**src/rtl/mb_blk_sched.sv**
```systemverilog
`default_nettype none
// ============================================================================
// Module   : mb_blk_sched
// Purpose  : Per-macroblock 4x4 block scheduler for the coefficient path.
//            Emits one block descriptor at a time in H.264 coding order:
//            [luma DC], 16 luma blocks, [Cb DC, Cr DC, 4x Cb AC, 4x Cr AC].
//            Each descriptor carries the DC flag and the coefficient limit
//            used by the flow-control and CAVLC stages downstream.
// Ports    : clk        - clock, rising edge
//            RESET      - synchronous active-high reset
//            START      - begin macroblock (honoured only when idle)
//            INTRA16    - Intra16x16 macroblock, latched at START
//            CHROMA_EN  - code chroma blocks, latched at START
//            ABORT      - terminate current macroblock
//            BLK_ACK    - downstream accepts current descriptor
//            BLK_VALID  - descriptor valid
//            BLK_TYPE   - 0 L4x4, 1 LDC, 2 LAC, 3 CBDC, 4 CRDC, 5 CBAC, 6 CRAC
//            BLK_IDX    - coding-order index within the type
//            BLK_POS    - raster position of the block
//            DC         - descriptor is a DC block
//            MAX_COEF   - coefficient limit for the block
//            BUSY       - scheduler not idle
//            MB_DONE    - one-cycle pulse after the last descriptor
// Revision : 1.0 - initial release
// ============================================================================
module mb_blk_sched #(
  parameter int LUMA_BLKS   = 16,
  parameter int CHROMA_BLKS = 4,
  parameter int CNT_WIDTH   = 5
) (
  input  logic                 clk,
  input  logic                 RESET,
  input  logic                 START,
  input  logic                 INTRA16,
  input  logic                 CHROMA_EN,
  input  logic                 ABORT,
  input  logic                 BLK_ACK,
  output logic                 BLK_VALID,
  output logic [2:0]           BLK_TYPE,
  output logic [3:0]           BLK_IDX,
  output logic [3:0]           BLK_POS,
  output logic                 DC,
  output logic [CNT_WIDTH-1:0] MAX_COEF,
  output logic                 BUSY,
  output logic                 MB_DONE
);

  typedef enum logic [2:0] {
    S_IDLE = 3'd0,
    S_LDC  = 3'd1,
    S_LUMA = 3'd2,
    S_CDC  = 3'd3,
    S_CAC  = 3'd4,
    S_DONE = 3'd5
  } state_t;

  localparam logic [3:0]           c_LUMA_LAST   = 4'(LUMA_BLKS - 1);
  localparam logic [3:0]           c_CHROMA_LAST = 4'(CHROMA_BLKS - 1);
  localparam logic [CNT_WIDTH-1:0] c_MAX_16      = CNT_WIDTH'(16);
  localparam logic [CNT_WIDTH-1:0] c_MAX_15      = CNT_WIDTH'(15);
  localparam logic [CNT_WIDTH-1:0] c_MAX_4       = CNT_WIDTH'(4);

  state_t     r_state;
  state_t     w_next_state;
  logic [3:0] r_idx;
  logic [3:0] w_next_idx;
  // Component select: 0 = Cb, 1 = Cr (used in both chroma DC and AC phases)
  logic       r_comp;
  logic       w_next_comp;
  logic       r_intra16;
  logic       r_chroma_en;
  logic       w_xfer;

  assign w_xfer = BLK_VALID & BLK_ACK;

  always_ff @(posedge clk) begin
    if (RESET) begin
      r_state     <= S_IDLE;
      r_idx       <= 4'd0;
      r_comp      <= 1'b0;
      r_intra16   <= 1'b0;
      r_chroma_en <= 1'b0;
    end else begin
      r_state <= w_next_state;
      r_idx   <= w_next_idx;
      r_comp  <= w_next_comp;
      // Mode flags are captured only on an accepted START so they stay
      // frozen for the whole macroblock.
      if (r_state == S_IDLE && START) begin
        r_intra16   <= INTRA16;
        r_chroma_en <= CHROMA_EN;
      end
    end
  end

  always_comb begin
    w_next_state = r_state;
    w_next_idx   = r_idx;
    w_next_comp  = r_comp;
    case (r_state)
      S_IDLE: begin
        if (START) begin
          w_next_state = INTRA16 ? S_LDC : S_LUMA;
          w_next_idx   = 4'd0;
          w_next_comp  = 1'b0;
        end
      end
      S_LDC: begin
        if (w_xfer) w_next_state = S_LUMA;
      end
      S_LUMA: begin
        if (w_xfer) begin
          if (r_idx == c_LUMA_LAST) begin
            w_next_idx   = 4'd0;
            w_next_state = r_chroma_en ? S_CDC : S_DONE;
          end else begin
            w_next_idx = r_idx + 4'd1;
          end
        end
      end
      S_CDC: begin
        if (w_xfer) begin
          w_next_comp = ~r_comp;
          if (r_comp) w_next_state = S_CAC;
        end
      end
      S_CAC: begin
        if (w_xfer) begin
          if (r_idx == c_CHROMA_LAST) begin
            w_next_idx  = 4'd0;
            w_next_comp = ~r_comp;
            if (r_comp) w_next_state = S_DONE;
          end else begin
            w_next_idx = r_idx + 4'd1;
          end
        end
      end
      S_DONE: begin
        w_next_state = S_IDLE;
      end
      default: begin
        w_next_state = S_IDLE;
      end
    endcase
    // Abort outranks any transfer in the same cycle.
    if (ABORT && r_state != S_IDLE) begin
      w_next_state = S_IDLE;
      w_next_idx   = 4'd0;
      w_next_comp  = 1'b0;
    end
  end

  // Descriptor fields are decoded from state so they hold naturally while
  // stalled and read zero whenever no descriptor is being offered.
  always_comb begin
    BLK_VALID = 1'b0;
    BLK_TYPE  = 3'd0;
    BLK_IDX   = 4'd0;
    BLK_POS   = 4'd0;
    DC        = 1'b0;
    MAX_COEF  = '0;
    MB_DONE   = 1'b0;
    case (r_state)
      S_LDC: begin
        BLK_VALID = 1'b1;
        BLK_TYPE  = 3'd1;
        DC        = 1'b1;
        MAX_COEF  = c_MAX_16;
      end
      S_LUMA: begin
        BLK_VALID = 1'b1;
        BLK_TYPE  = r_intra16 ? 3'd2 : 3'd0;
        BLK_IDX   = r_idx;
        // Coding order walks 8x8 quadrants, so swap the middle index bits
        // to get the raster position.
        BLK_POS   = {r_idx[3], r_idx[1], r_idx[2], r_idx[0]};
        MAX_COEF  = r_intra16 ? c_MAX_15 : c_MAX_16;
      end
      S_CDC: begin
        BLK_VALID = 1'b1;
        BLK_TYPE  = r_comp ? 3'd4 : 3'd3;
        DC        = 1'b1;
        MAX_COEF  = c_MAX_4;
      end
      S_CAC: begin
        BLK_VALID = 1'b1;
        BLK_TYPE  = r_comp ? 3'd6 : 3'd5;
        BLK_IDX   = r_idx;
        BLK_POS   = r_idx;
        MAX_COEF  = c_MAX_15;
      end
      S_DONE: begin
        MB_DONE = 1'b1;
      end
      default: begin
      end
    endcase
  end

  assign BUSY = (r_state != S_IDLE);

endmodule
`default_nettype wire

```
**config.mk**
```make
export PLATFORM = sky130hd
export DESIGN_NAME = mb_blk_sched
export DESIGN_NICKNAME = d
export VERILOG_FILES = /design/src/rtl/mb_blk_sched.sv
export SDC_FILE = /design/constraint.sdc
export NUM_CORES = 1
export LEC_CHECK = 0
export ABC_CLOCK_PERIOD_IN_PS = 2040
export BUFFER_PORTS_ARGS = -buffer_cell sky130_fd_sc_hd__buf_2
export CAP_MARGIN = 20
export CORE_ASPECT_RATIO = 1.1
export CORE_MARGIN = 4
export CORE_UTILIZATION = 50
export DETAILED_ROUTE_END_ITERATION = 10
export GPL_ROUTABILITY_DRIVEN = 1
export GPL_TIMING_DRIVEN = 1
export PLACE_DENSITY = 0.78
export SYNTH_ARGS = -nofsm -noshare
export SYNTH_HDL_FRONTEND = slang
export SYNTH_SLANG_ARGS = --single-unit
```
**constraint.sdc**
```tcl
create_clock -name clk -period 2.04 [get_ports clk]
set_input_delay 0.408 -clock clk [delete_from_list [all_inputs] [get_ports clk]]
set_output_delay 0.408 -clock clk [all_outputs]
set_load 0.03 [all_outputs]
```
### Yosys cells after proc, flatten, opt, wreduce, memory -nomap -nowiden

Cells that the tools add are included.

* reductions and logical operators: 13
* bitwise gates (word level): 2
* equal/unequal tests: 16
* muxes and demuxes: 34
* add/sub/neg operators: 1

Operators with widths (number)
* $mux W3: 11
* $mux W4: 6
* $pmux W5 S4: 1
* $ne A2 B2 Y1 const B: 9
* $pmux W3 S5: 1
* $pmux W3 S4: 1
* $pmux W4 S3: 1
* $reduce_and A9 Y1: 1
* $reduce_bool A3 Y1: 3
* $pmux W4 S2: 1
* $mux W1: 7
* $eq A3 B2 Y1 const B: 2
* $eq A3 B3 Y1 const B: 2
* $mux W2: 3
* $reduce_or A2 Y1: 3
* $mux W5: 1
* $reduce_and A5 Y1: 1
* $add A4 B1 Y4 const B: 1
* $eq A4 B2 Y1 const B: 1
* $eq A4 B4 Y1 const B: 1
* $reduce_and A4 Y1: 1
* $reduce_or A4 Y1: 1
* $eq A3 B1 Y1 const B: 1
* $logic_not A3 Y1: 1
* other kinds (4): 5

* register bits: 10
* word-level logic and storage cells: 71
* input bits: 7
* output and inout port bits: 20

### Longest topological paths before layout

* depth after elaboration: 6
* depth in mapped cells: 6
* mapped depth without buffers: 5

### Worst setup path before layout

OpenSTA, ideal clock, no wires.

* path kind: register to output
* from: register r_state[1]
* to: output MAX_COEF[1]
* required time: 1632 ps
* arrival: 1855 ps
* path slack: -223 ps
* buffers on the path: 3
* stages on the path, launching flop included: 7
* cells stage by stage: dfxtp_1 buf_4 clkbuf_1 nor2b_1 a21oi_1 nor2_1 buf_4

* word-level cells in the longest chain between the ends: 2
* elaborated cells between the ends (all ways): 5
* those cells by class: eq/ne: 4; mux: 1

Ends and longest elaborated chain
* from (decl): line 63 `state_t r_state;`
* from (signal assigned): line 84 `r_state <= w_next_state;`
* $eq A3 B3 Y1 (tied with other cells): line 163 `case (r_state)`
* $pmux W5 S4 *: line 163
* to (decl): line 43 `output logic [CNT_WIDTH-1:0] MAX_COEF,`

Every way passes the cells marked *; elsewhere a longest branch is shown, timed or not.

### Worst setup path after layout

* from: register r_state[2]
* to: output BLK_TYPE[0]

* word-level cells in the longest chain between the ends: 2
* elaborated cells between the ends (all ways): 5
* those cells by class: eq/ne: 4; mux: 1

Ends and longest elaborated chain
* $eq A3 B3 Y1 (tied with other cells): line 163
* $pmux W3 S4 *: line 163
* to (decl): line 39 `output logic [2:0] BLK_TYPE,`

Marked as above.

==> impl_metrics.csv <==
group,metric,value,unit
timing,timing.max_slew.rel_slack,72.0,%
synthesis,syn_avg_cell_area,7.91,um2
setup_path,crit_path_max_fanout,11,
synthesis,synth.cell_area,917,um2
timing,worst_slew_pin_slew,417,ps
grt,grt_overflow_total,0,
job,drv_cap,0,
drt,detail_route.wl_per_cell,15.3,um
timing,slew_viol_final,0,
synthesis,synth_warnings,0,
drt,final_antenna_net_count,0,
setup_path,timing.critical_path.max_delay_family,"simple AND/OR/NAND/NOR gates",
power,power.static_leakage,0.492,nW
timing,finalSetupViolations,0,
grt,grt_antenna_before_repair,0,
setup_path,cp.required,1630,ps
power,power.density,1370,nW/um2
grt,grt_first_pass_wirelength,4050,um
worst_hold_path,worstHoldPathType,"input port to flip-flop",
grt,grtUsageTotal,19.8,%
place,numPortBuffers,26,
setup_path,cp_data_arrival_time,1520,ps
power,report.power.total,1.52,mW
cts,cts_root_buf,"sky130_fd_sc_hd__clkbuf_4",
setup_path,path_depth,3,
cts,cts-buffers-inserted,3,
setup_path,critPathBufInv,1,
drt,post-route-drc-count,0,
synthesis,synthesized_instance_count,116,
cts,htreeDepth,1,
synthesis,postSynth.asyncResetShare,0,%
cts,post_cts.repair.setup_buffers,0,
floorplan,die_height,52.9,um
cts,tritoncts_clock_tree,"done",
setup_path,worst-r2r-cell-count,5,
layout,stdcell_count,159,
setup_path,worstPathCellList,"or3b_4, o21ai_0, buf_2",
setup_path,setup.worst_path.class,"flip-flop to output pin",
grt,grt_start_max_net_pins,21,
synthesis,synth_nets,124,
floorplan,start_util,55.5,%
layout,post_route_cells_drive_above_1_share,34.5,%
place,dp.final_hpwl,1790,um
cts,cts_buffer_depth,2,
layout,n_antenna_cell,0,
floorplan,io_pins,27,
cts,clkLatencyLatePin,270,ps
timing,final.setup_skew,1.21,ps
timing,fin_hold_ws,340,ps
setup_path,crit_path_max_incr_delay,450,ps
cts,clkSinkCount,10,
timing,fmaxAchievable,519,MHz
floorplan,floorplan_die_width,48.8,um
synthesis,synth_cell_types,43,
timing,fin_crit_sh,94.4,%
synthesis,most_frequently_used_flop_master_after_synthesis,"sky130_fd_sc_hd__dfxtp_1",
setup_path,critPathLaunchType,"flip-flop",
setup_path,critical_path_end_type,"output pin",
setup_path,crit_path_top_delay_cell,"sky130_fd_sc_hd__or3b_4",
place,placed_cells_incl_taps,156,
timing,final_hold_viols,0,
synthesis,synth_seq_cells,10,
place,dp_slack,186,ps
outcome,status,"completed",
layout,design.final.nets,152,
floorplan,fp-row-count,15,
drt,post_drt_via_cell_ratio,6.06,
power,vdd_drop_max,0.879,mV
drt,drtIter0Drc,15,
layout,synthToLayoutAreaGrowth,20.9,%
drt,wire_length_after_detailed_routing,2430,um
timing,timing.final.ws_setup,114,ps
timing,final.min_clock_period,1930,ps
worst_hold_path,holdPathStages,2,
floorplan,coreArea,1650,um2
cts,clk_slew_on_worst_s_h_paths,70,ps
synthesis,post_synth_edffs,0,
place,gpl.final_weighted_congestion,0.852,
timing,tns,0,ps
drt,dr_total_vias,964,
drt,tritonroute_pass_1_iters,4,
synthesis,share_of_the_yosys_chip_area_belonging_to_registers,21.8,%
floorplan,die_outline_area,2580,um2
grt,first_global_vias,921,
[cells by family after synthesis]
kind of cell / count (synthesis) / share of synthesized area, %
buffers and inverters: 12 / 7.50
AOI/OAI and AO/OA: 36 / 24.8
muxes: 6 / 6.55
xor gates and xnor gates: 2 / 1.91
DFF: 10 / 21.8
and+or+nand+nor: 49 / 36.0
adders and majority gates: 1 / 1.36
[flip-flops by register name (all words and copies together), names as in the netlist]
name and count:
r_chroma_en 1, r_idx 4, r_intra16 1, r_state 3
r_comp 1
[placed cells by master (no fill, tap or decap), types with 4 or more instances in the layout]
cell	count
sky130_fd_sc_hd__buf_2	26
sky130_fd_sc_hd__a21oi_1	12
sky130_fd_sc_hd__and2_1	7
sky130_fd_sc_hd__buf_4	7
sky130_fd_sc_hd__dfxtp_1	7
sky130_fd_sc_hd__nor2_1	6
sky130_fd_sc_hd__mux2i_1	6
sky130_fd_sc_hd__nand2b_1	6
sky130_fd_sc_hd__o21ai_0	6
sky130_fd_sc_hd__nand2_1	5
sky130_fd_sc_hd__nand3b_1	4
[timing repair]
item / in CTS / in global routing
endpoints found under the setup margin: 13 / 6
hold endpoints to repair: 0 / 0
hold buffers: 0 / 0
resized for setup: 4 / 4
[Yosys cell counts, drive strengths merged (2+ instances only)]
master / instances / area share [%]
dfxtp: 10 / 22
mux2i: 6 / 6.5
nand3: 2 / 1.1
a21boi: 2 / 1.6
or4b: 3 / 3.3
nand2b: 6 / 4.1
o31ai: 2 / 2.2
a21oi: 12 / 6.5
a22oi: 2 / 1.6
a211oi: 2 / 1.6
clkbuf: 5 / 2.0
nor2: 8 / 3.3
buf: 6 / 5.0
or3: 2 / 1.9
nand3b: 4 / 3.3
nand2: 5 / 2.0
and2: 7 / 4.8
nor2b: 2 / 1.4
o21ai: 9 / 4.9
nor3b: 3 / 2.5
xnor2: 2 / 1.9
[layout make-up]
type | instances | area, um2
multi-input cells | 94 | 663
inverters | 1 | 3.75
repair buffers | 34 | 194
clock buffers | 3 | 22.5
fillers | 150 | 543
well taps | 17 | 21.3
flip-flops and latches | 10 | 204
[power breakdown]
part | internal, mW | leakage [nW] | switching [mW] | total (mW)
Clock | 0.0683 | 0.0138 | 0.0787 | 0.147
Combinational | 0.421 | 0.396 | 0.632 | 1.05
Sequential | 0.237 | 0.0826 | 0.0818 | 0.319
[per-stage QoR]
step           utilization (%)  cell area, um2
2_1_floorplan                -             925
3_3_place_gp              64.8            1070
3_5_place_dp              64.8            1070
4_1_cts                   66.7            1100
5_1_grt                   67.1            1110
6_report                  67.1            1110
[routing by layer]
metal | track usage [%] | share of wire, % | wire length (um) | vias to the layer above
li1 | - | - | - | 475
met1 | 25.0 | 44 | 1060 | 454
met2 | 33.0 | 49 | 1190 | 33
met3 | 4.51 | 6.3 | 153 | 2
met4 | 6.73 | 0.91 | 22 | 0
met5 | 0 | 0 | 0 | -
[worst paths after layout]
check                                    to  slack [ps]         from
worst max-delay path            BLK_TYPE[0]         110   r_state[2]
worst min register to register  r_chroma_en         510  r_chroma_en
worst max register to register   r_state[2]         160     r_idx[0]
worst min-delay path            r_chroma_en         340        RESET
Power figures use the tool's default switching activity.
